===== src/rtl/microseq_control_unit.sv =====
// microseq_control_unit: instruction-cycle sequencer driving a 16-bit datapath control word
// Ports:
//   clock, reset_n           rising-edge clock, asynchronous active-low reset
//   start                    level; leaves IDLE, HALT and FAULT
//   ir_opcode [OPCODE_W]     opcode field from IR, stable from DECODE onward
//   z_flag                   AC==0 flag, sampled in DECODE for JMPZ
//   mem_ready                memory finishes the current access this cycle
//   control_out [16]         {branch, pc_inc, bus_sel[3:0], ld_ar, ld_ir, ld_dr, ld_r, ld_pc, ld_ac, mem_op[1:0], alu_op[1:0]}
//   state_out [6]            current state code
//   busy                     not in IDLE, HALT or FAULT
//   illegal_op               one-cycle pulse after decoding an undefined opcode
//   fault                    sticky memory-timeout flag, cleared when leaving FAULT
module microseq_control_unit #(
    parameter int OPCODE_W    = 8,
    parameter int WAIT_EN     = 1,
    parameter int TIMEOUT_CYC = 15
) (
    input  logic                clock,
    input  logic                reset_n,
    input  logic                start,
    input  logic [OPCODE_W-1:0] ir_opcode,
    input  logic                z_flag,
    input  logic                mem_ready,
    output logic [15:0]         control_out,
    output logic [5:0]          state_out,
    output logic                busy,
    output logic                illegal_op,
    output logic                fault
);
    localparam int CW = $clog2(TIMEOUT_CYC + 1);

    typedef enum logic [5:0] {
        IDLE   = 6'd0,  FETCH1 = 6'd1,  FETCH2 = 6'd2,  FETCH3 = 6'd3,  DECODE = 6'd4,
        CLAC   = 6'd5,  LDAC1  = 6'd6,  LDAC2  = 6'd7,  LDAC3  = 6'd8,  LDAC4  = 6'd9,
        LDAC5  = 6'd10, STAC1  = 6'd11, STAC2  = 6'd12, STAC3  = 6'd13, STAC4  = 6'd14,
        MVACR  = 6'd15, MVRAC  = 6'd16, ADD    = 6'd17, MUL    = 6'd18, JMP1   = 6'd19,
        JMP2   = 6'd20, JMP3   = 6'd21, JSKIP  = 6'd22, HALT   = 6'd23, FAULT  = 6'd24
    } state_t;

    state_t        state;
    logic [CW-1:0] wait_cnt;
    logic [15:0]   word;
    logic [31:0]   op;
    logic          mem_state;
    logic          stall;
    logic          timeout;

    assign op        = 32'(ir_opcode);
    assign mem_state = state inside {FETCH2, LDAC2, LDAC4, STAC2, STAC4, JMP2};
    assign stall     = (WAIT_EN != 0) && mem_state && !mem_ready;
    // the stall that would make the count reach TIMEOUT_CYC ends the access in FAULT
    assign timeout   = stall && (wait_cnt == CW'(TIMEOUT_CYC - 1));

    always_comb begin
        word = 16'h0000;
        case (state)
            FETCH1, LDAC1, STAC1, JMP1: word = 16'h0600;
            FETCH2, LDAC2, STAC2:       word = 16'h5484;
            FETCH3:                     word = 16'h0900;
            CLAC:                       word = 16'h0013;
            LDAC3, STAC3:               word = 16'h0A00;
            LDAC4, JMP2:                word = 16'h1484;
            LDAC5:                      word = 16'h0810;
            STAC4:                      word = 16'h1008;
            MVACR:                      word = 16'h1040;
            MVRAC:                      word = 16'h0C10;
            ADD:                        word = 16'h0C11;
            MUL:                        word = 16'h0C12;
            JMP3:                       word = 16'h8820;
            JSKIP:                      word = 16'h4000;
            default:                    word = 16'h0000;
        endcase
    end

    // pc_inc only on the cycle the access completes, so PC moves once per access
    assign control_out = {word[15], word[14] & (mem_ready | (WAIT_EN == 0)), word[13:0]};
    assign state_out   = state;
    assign busy        = !(state inside {IDLE, HALT, FAULT});

    always_ff @(posedge clock or negedge reset_n) begin
        if (!reset_n) begin
            state      <= IDLE;
            wait_cnt   <= '0;
            fault      <= 1'b0;
            illegal_op <= 1'b0;
        end else begin
            illegal_op <= 1'b0;
            if (stall) begin
                if (timeout) begin
                    state    <= FAULT;
                    fault    <= 1'b1;
                    wait_cnt <= '0;
                end else begin
                    wait_cnt <= wait_cnt + CW'(1);
                end
            end else begin
                wait_cnt <= '0;
                case (state)
                    IDLE, HALT: if (start) state <= FETCH1;
                    FAULT: if (start) begin
                        state <= FETCH1;
                        fault <= 1'b0;
                    end
                    FETCH1, FETCH2, FETCH3, LDAC1, LDAC2, LDAC3, LDAC4,
                    STAC1, STAC2, STAC3, JMP1, JMP2: state <= state_t'(state + 6'd1);
                    CLAC, LDAC5, STAC4, MVACR, MVRAC, ADD, MUL, JMP3, JSKIP: state <= FETCH1;
                    DECODE: case (op)
                        32'd0:   state <= FETCH1;
                        32'd1:   state <= CLAC;
                        32'd2:   state <= LDAC1;
                        32'd3:   state <= STAC1;
                        32'd4:   state <= MVACR;
                        32'd5:   state <= MVRAC;
                        32'd6:   state <= ADD;
                        32'd7:   state <= MUL;
                        32'd8:   state <= JMP1;
                        32'd9:   state <= z_flag ? JMP1 : JSKIP;
                        32'd10:  state <= HALT;
                        default: begin
                            state      <= FETCH1;
                            illegal_op <= 1'b1;
                        end
                    endcase
                    default: state <= IDLE;
                endcase
            end
        end
    end
endmodule

===== config.mk =====
export PLATFORM = sky130hd
export DESIGN_NAME = microseq_control_unit
export DESIGN_NICKNAME = d
export VERILOG_FILES = /design/src/rtl/microseq_control_unit.sv
export SDC_FILE = /design/constraint.sdc
export NUM_CORES = 1
export LEC_CHECK = 0
export ABC_AREA = 1
export ABC_CLOCK_PERIOD_IN_PS = 3700
export CAP_MARGIN = 0
export CORE_ASPECT_RATIO = 1.75
export CORE_MARGIN = 5
export CORE_UTILIZATION = 54
export CTS_BUF_LIST = sky130_fd_sc_hd__clkbuf_4 sky130_fd_sc_hd__clkbuf_8 sky130_fd_sc_hd__clkbuf_16
export DETAILED_ROUTE_END_ITERATION = 7
export GPL_TIMING_DRIVEN = 0
export MAX_ROUTING_LAYER = met4
export PLACE_DENSITY = 0.9
export SLEW_MARGIN = 10
export SYNTH_ARGS = -nofsm -noshare
export SYNTH_HDL_FRONTEND = slang
export SYNTH_SLANG_ARGS = --single-unit

===== constraint.sdc =====
create_clock -name clock -period 3.7 [get_ports clock]
set_input_delay 1.11 -clock clock [delete_from_list [all_inputs] [get_ports clock]]
set_output_delay 1.11 -clock clock [all_outputs]
set_load 0.005 [all_outputs]

Yosys cells after proc, flatten, opt, wreduce, memory -nomap -nowiden
Memory sizes are Yosys's and may differ from the RTL's.
Index checks and enable logic that the tools add are counted.

operators by class
  bitwise logic cells = 1
  add/subtract/negate cells = 2
  muxes and demuxes = 16
  eq/ne operators = 37
  reductions and logical operators = 16

operators with widths
  kind                 number
  $eq 6x5->1 const B   9
  $pmux 5 s10          1
  $eq 6x4->1 const B   8
  $eq 8x3->1 const B   4
  $logic_not 32->1     1
  $eq 6x3->1 const B   4
  $eq 8x4->1 const B   3
  $pmux 6 s4           1
  $mux 6               3
  $eq 8x2->1 const B   2
  $mux 16              1
  $eq 6x2->1 const B   2
  $reduce_or 12->1     1
  $reduce_or 11->1     1
  $reduce_or 9->1      1
  $eq 8x1->1 const B   1
  $mux 4               2
  $mux 1               7
  $add 6x1->6 const B  1
  $eq 6x1->1 const B   1
  $logic_not 6->1      1
  $reduce_bool 6->1    1
  $add 4x1->4 const B  1
  $eq 4x4->1 const B   1
  other kinds (11)     14

word-level totals
  memories kept = 1
  bits of input ports = 13
  register bits = 12
  bits in read-only memories = 480
  logic and storage cells = 77
  output and inout port bits = 25

memories
  memory            depth  width  read ports  clocked after memory_dff  write ports  line  source
  (name not given)  32     15     1           0                         0            56    case (state)

Longest topological paths before layout
  depth in word-level cells = 6
  gate-level depth with buffers = 14
  gate-level depth less buffers = 14

Worst setup path after synthesis
No wires, ideal clock.

  kind = flip-flop to output port
  start point = register state[0] (netlist: state_out[0])
  end point = output control_out[7]
  data arrival time = 1.406 ns
  buffers on the path = 1
  path slack = 1.184 ns
  required time = 2.590 ns
  stages on the path, launching flop included = 8
  cells stage by stage = dfrtp_1 > inv_1 > ha_1 > nand2_4 > nand3_4 > nand2_4 > nand2_1 > buf_4

on the way
  word-level cells in the longest chain between the ends = 2

ends and longest elaborated chain
  element                 line  source
  start, declared         40    state_t state;
  start signal, assigned  105   STAC1, STAC2, STAC3, JMP1, JMP2: state <= state_t'(state + 6'd1);
  start signal, assigned  117   32'd9: state <= z_flag ? JMP1 : JSKIP;
  $mem_v2 32x15           n/a
  $mux 16                 56
  end, declared           24    output logic [15:0] control_out,

No other way between the ends.

Final worst setup path
Same ends and word-level chain as after synthesis.

==> results by group <==
Status
  • Run status: finished, final reports clean

Die
  • DIE AREA: 4210 um2
  • Placement Rows: 26
  • Core Area: around 2900 um2
  • Initial Utilization: 55.6%
  • I/O pin count: 38
  • Die span in x: 51.3 um
  • DIE HEIGHT: 82.2 um

Drt
  • DRT iter0 DRCs: 50
  • Vias: 1741
  • Vias per inst: 5.49
  • Post-route DRC: 0
  • ANT nets after route: 0
  • Wirelength per Cell: 13.1 um
  • Total iterations of the first detailed-routing run: 4
  • Post-Route WL: 4140 um

Finish
  • Footprint of the multi-input gates: between 1000 and 1500 um2
  • Number of fill cells: 235
  • Reg area: 300 um2
  • Layout area overhead: 28.2%
  • Non-Filler Cell Area, Final: 2060 um2
  • Diodes inserted: 0
  • Layout cell share with drive strength beyond 1: 17.0%
  • Final nets: roughly 310

CTS
  • Total CTS buffers: 3
  • CTS Hold Bufs: 0
  • CTS clk-pin slew, worst paths: 50 ps
  • CTS max path bufs: 2
  • H-Tree Level Count: 1
  • Clock latency on the worst-skew pair: 250 ps
  • Post-CTS Resized: 0
  • Postcts setup bufs: 0
  • Sink Count: 12
  • Root buf cell: clkbuf_8
  • CTS tree: yes

Placed design
  • Port bufs: 36
  • HPWL after DPL: about 3300 um
  • Pre-CTS setup slack: 296 ps
  • GP Congestion: 0.963
  • Placement Cell Area: 2010 um2

Synthesis
  • Post-synth ARST share: 100%
  • Synth cell types: 36
  • Yosys top cell by area: dfrtp_1
  • Avg Cell Area, Syn: approximately 6.5 um2
  • Top-count cell post-synth: nand2_1
  • Synth warn: 0
  • Cells after Synth: 248
  • Top post-synthesis cells by area: dfrtp_1 19%, nand2_1 17%, ha_1 7.8%
  • Commonest cells post-synth: 75 x nand2_1, 28 x inv_1, 26 x nor2_1
  • FF+latch count, synth: 12
  • EDFF count, synth: 0
  • Register area share after synthesis: 18.7%
  • Ys flop type: dfrtp_1
  • Mapped cell area: approximately 1600 um2
  • Share of the synthesized area in the top cell type: a little under a fifth

Critical path
  • Flop-to-flop setup slack: 1690 ps
  • Crit. Startpoint: state_out[0]$_DFFE_PN0P_
  • Worst path arrival time: roughly 2300 ps
  • Crit Reg-Reg Startpoint: state_out[0]$_DFFE_PN0P_
  • Worst setup EP type: output port
  • Startpoint Class: register
  • Endpoint of the lowest-slack register-to-register path: state_out[3]$_DFFE_PN0P_
  • Critical path class: register to output port
  • CP Capture Point: control_out[7]
  • Maximum fanout along the worst path: 10
  • Data required, critical path: 2590 ps
  • R2R depth: 11

Pwr
  • Reg power frac: 29.0%
  • Pwr dens: 257 nW/um2
  • Clock power frac: approximately 28%
  • Pint: between 300 and 400 uW
  • VDD IR-drop max: between 0.2 and 0.25 mV
  • Power share of the combinational group: 42.8%
  • Leakage: 0.00114 uW
  • Sw frac: about two fifths
  • Switching pwr: 204 uW

Global routing
  • Grt ovf: 0
  • Largest net degree at the start of global routing: 13
  • Vias in the first global route: 1714
  • Initial antenna violation count: 0
  • Aggregate global-route resource usage: between 20% and 30%
  • First-pass GRT wire length: 7160 um

Timing
  • Final Worst Setup Slack: 247 ps
  • Clock Skew: between 9 and 10 ps
  • Setup TNS: 0 ps
  • Final setup fails: 0
  • Max transition margin: between 60 and 70%
  • Final Slew Violations: 0
  • Fmax: 290 MHz
  • Final Hold Viols: 0
  • Period utilization: 93.3%
  • Least-Margin Pin Slew: 568 ps
  • Min cycle time layout: 3450 ps
  • RSZ-0062 raised after global routing: false

Min path
  • Hold depth: 1
  • Hold WC Path Type: register to register

Flow run
  • Max-cap viol count: 0
[logic make-up after synthesis]
group	share of synthesized area, %
AOI/OAI and AO/OA	10.0
xor gates and xnor gates	2.18
adders and majority gates	7.78
buffers and inverters	14.2
DFF	18.7
other	0.233
and+or+nand+nor	47.0
[registers in the layout, indices dropped and copies added, names as in the netlist]
name and cells:
fault 1, state_out 6, illegal_op 1, wait_cnt 4
[worst min-delay path by stage]
stage | slack [ps] | from | endpoint
after floorplan | 450 | wait_cnt[0]$_DFF_PN0_ | wait_cnt[0]$_DFF_PN0_
after global placement | 480 | wait_cnt[0]$_DFF_PN0_ | wait_cnt[0]$_DFF_PN0_
after detailed placement | 500 | wait_cnt[0]$_DFF_PN0_ | wait_cnt[0]$_DFF_PN0_
after CTS | 500 | wait_cnt[0]$_DFF_PN0_ | wait_cnt[0]$_DFF_PN0_
after global routing | 540 | wait_cnt[0]$_DFF_PN0_ | wait_cnt[0]$_DFF_PN0_
final | 500 | wait_cnt[0]$_DFF_PN0_ | wait_cnt[0]$_DFF_PN0_
[routing by layer]
layer | share of wire, % | track usage, % | vias to the layer above
li1 | - | - | 868
met1 | 37 | 19.9 | 795
met2 | 55 | 43.3 | 57
met3 | 3.6 | 1.97 | 21
met4 | 5.1 | 17.1 | 0
met5 | 0 | - | -
[worst max-delay path: stages, from the launching register on]
cell             delay (ps)
dfrtp_1                 490
inv_1                   180
ha_1                    400
nand2_4                 120
nor2_4                  130
nand2_4                  80
nand2_1                 100
buf_4                   100
clkdlybuf4s50_1         480
[cells in the final DEF (no fill, tap or decap), types with 2 or more instances in the layout]
master,n
nor2_4,3
nand3_4,2
a21oi_1,8
o22ai_1,2
nand2_2,6
buf_4,3
inv_1,28
ha_1,10
nand2_1,75
nand3_2,4
o21ai_1,2
inv_2,7
xor2_1,3
nand3_1,18
clkbuf_8,4
buf_6,6
nand4_1,3
nor2_2,3
nand2_4,6
nor3_1,2
o21ai_0,5
conb_1,2
dfrtp_1,12
clkdlybuf4s50_1,36
nor2_1,26
[cell type report]
class                           count  area share, %
Timing Repair Buffer               36           17.5
Inverter                           36           6.67
Tap cell                           28           1.70
Buffer                              9           4.37
Multi-Input combinational cell    192           52.6
Clock buffer                        4           2.67
Sequential cell                    12           14.6
[through the flow]
step | total power (uW) | util (%) | hold slack, ps | std cells
final | 531 | 71.3 | 496 | 317
after detailed placement | 382 | 69.4 | 496 | 313
after global placement | 377 | 69.4 | 479 | 313
after global routing | 560 | 71.3 | 537 | 317
after floorplan | 297 | - | 453 | 249
after CTS | 529 | 71.3 | 503 | 317
[power groups by stage]
stage	Clock, uW	Sequential, uW	Combinational [uW]
after global placement	0	156	221
after CTS	149	154	227
after global routing	155	156	249
final	150	154	227
after floorplan	0	153	144
after detailed placement	0	156	226
(Power assumes the default switching activity.)
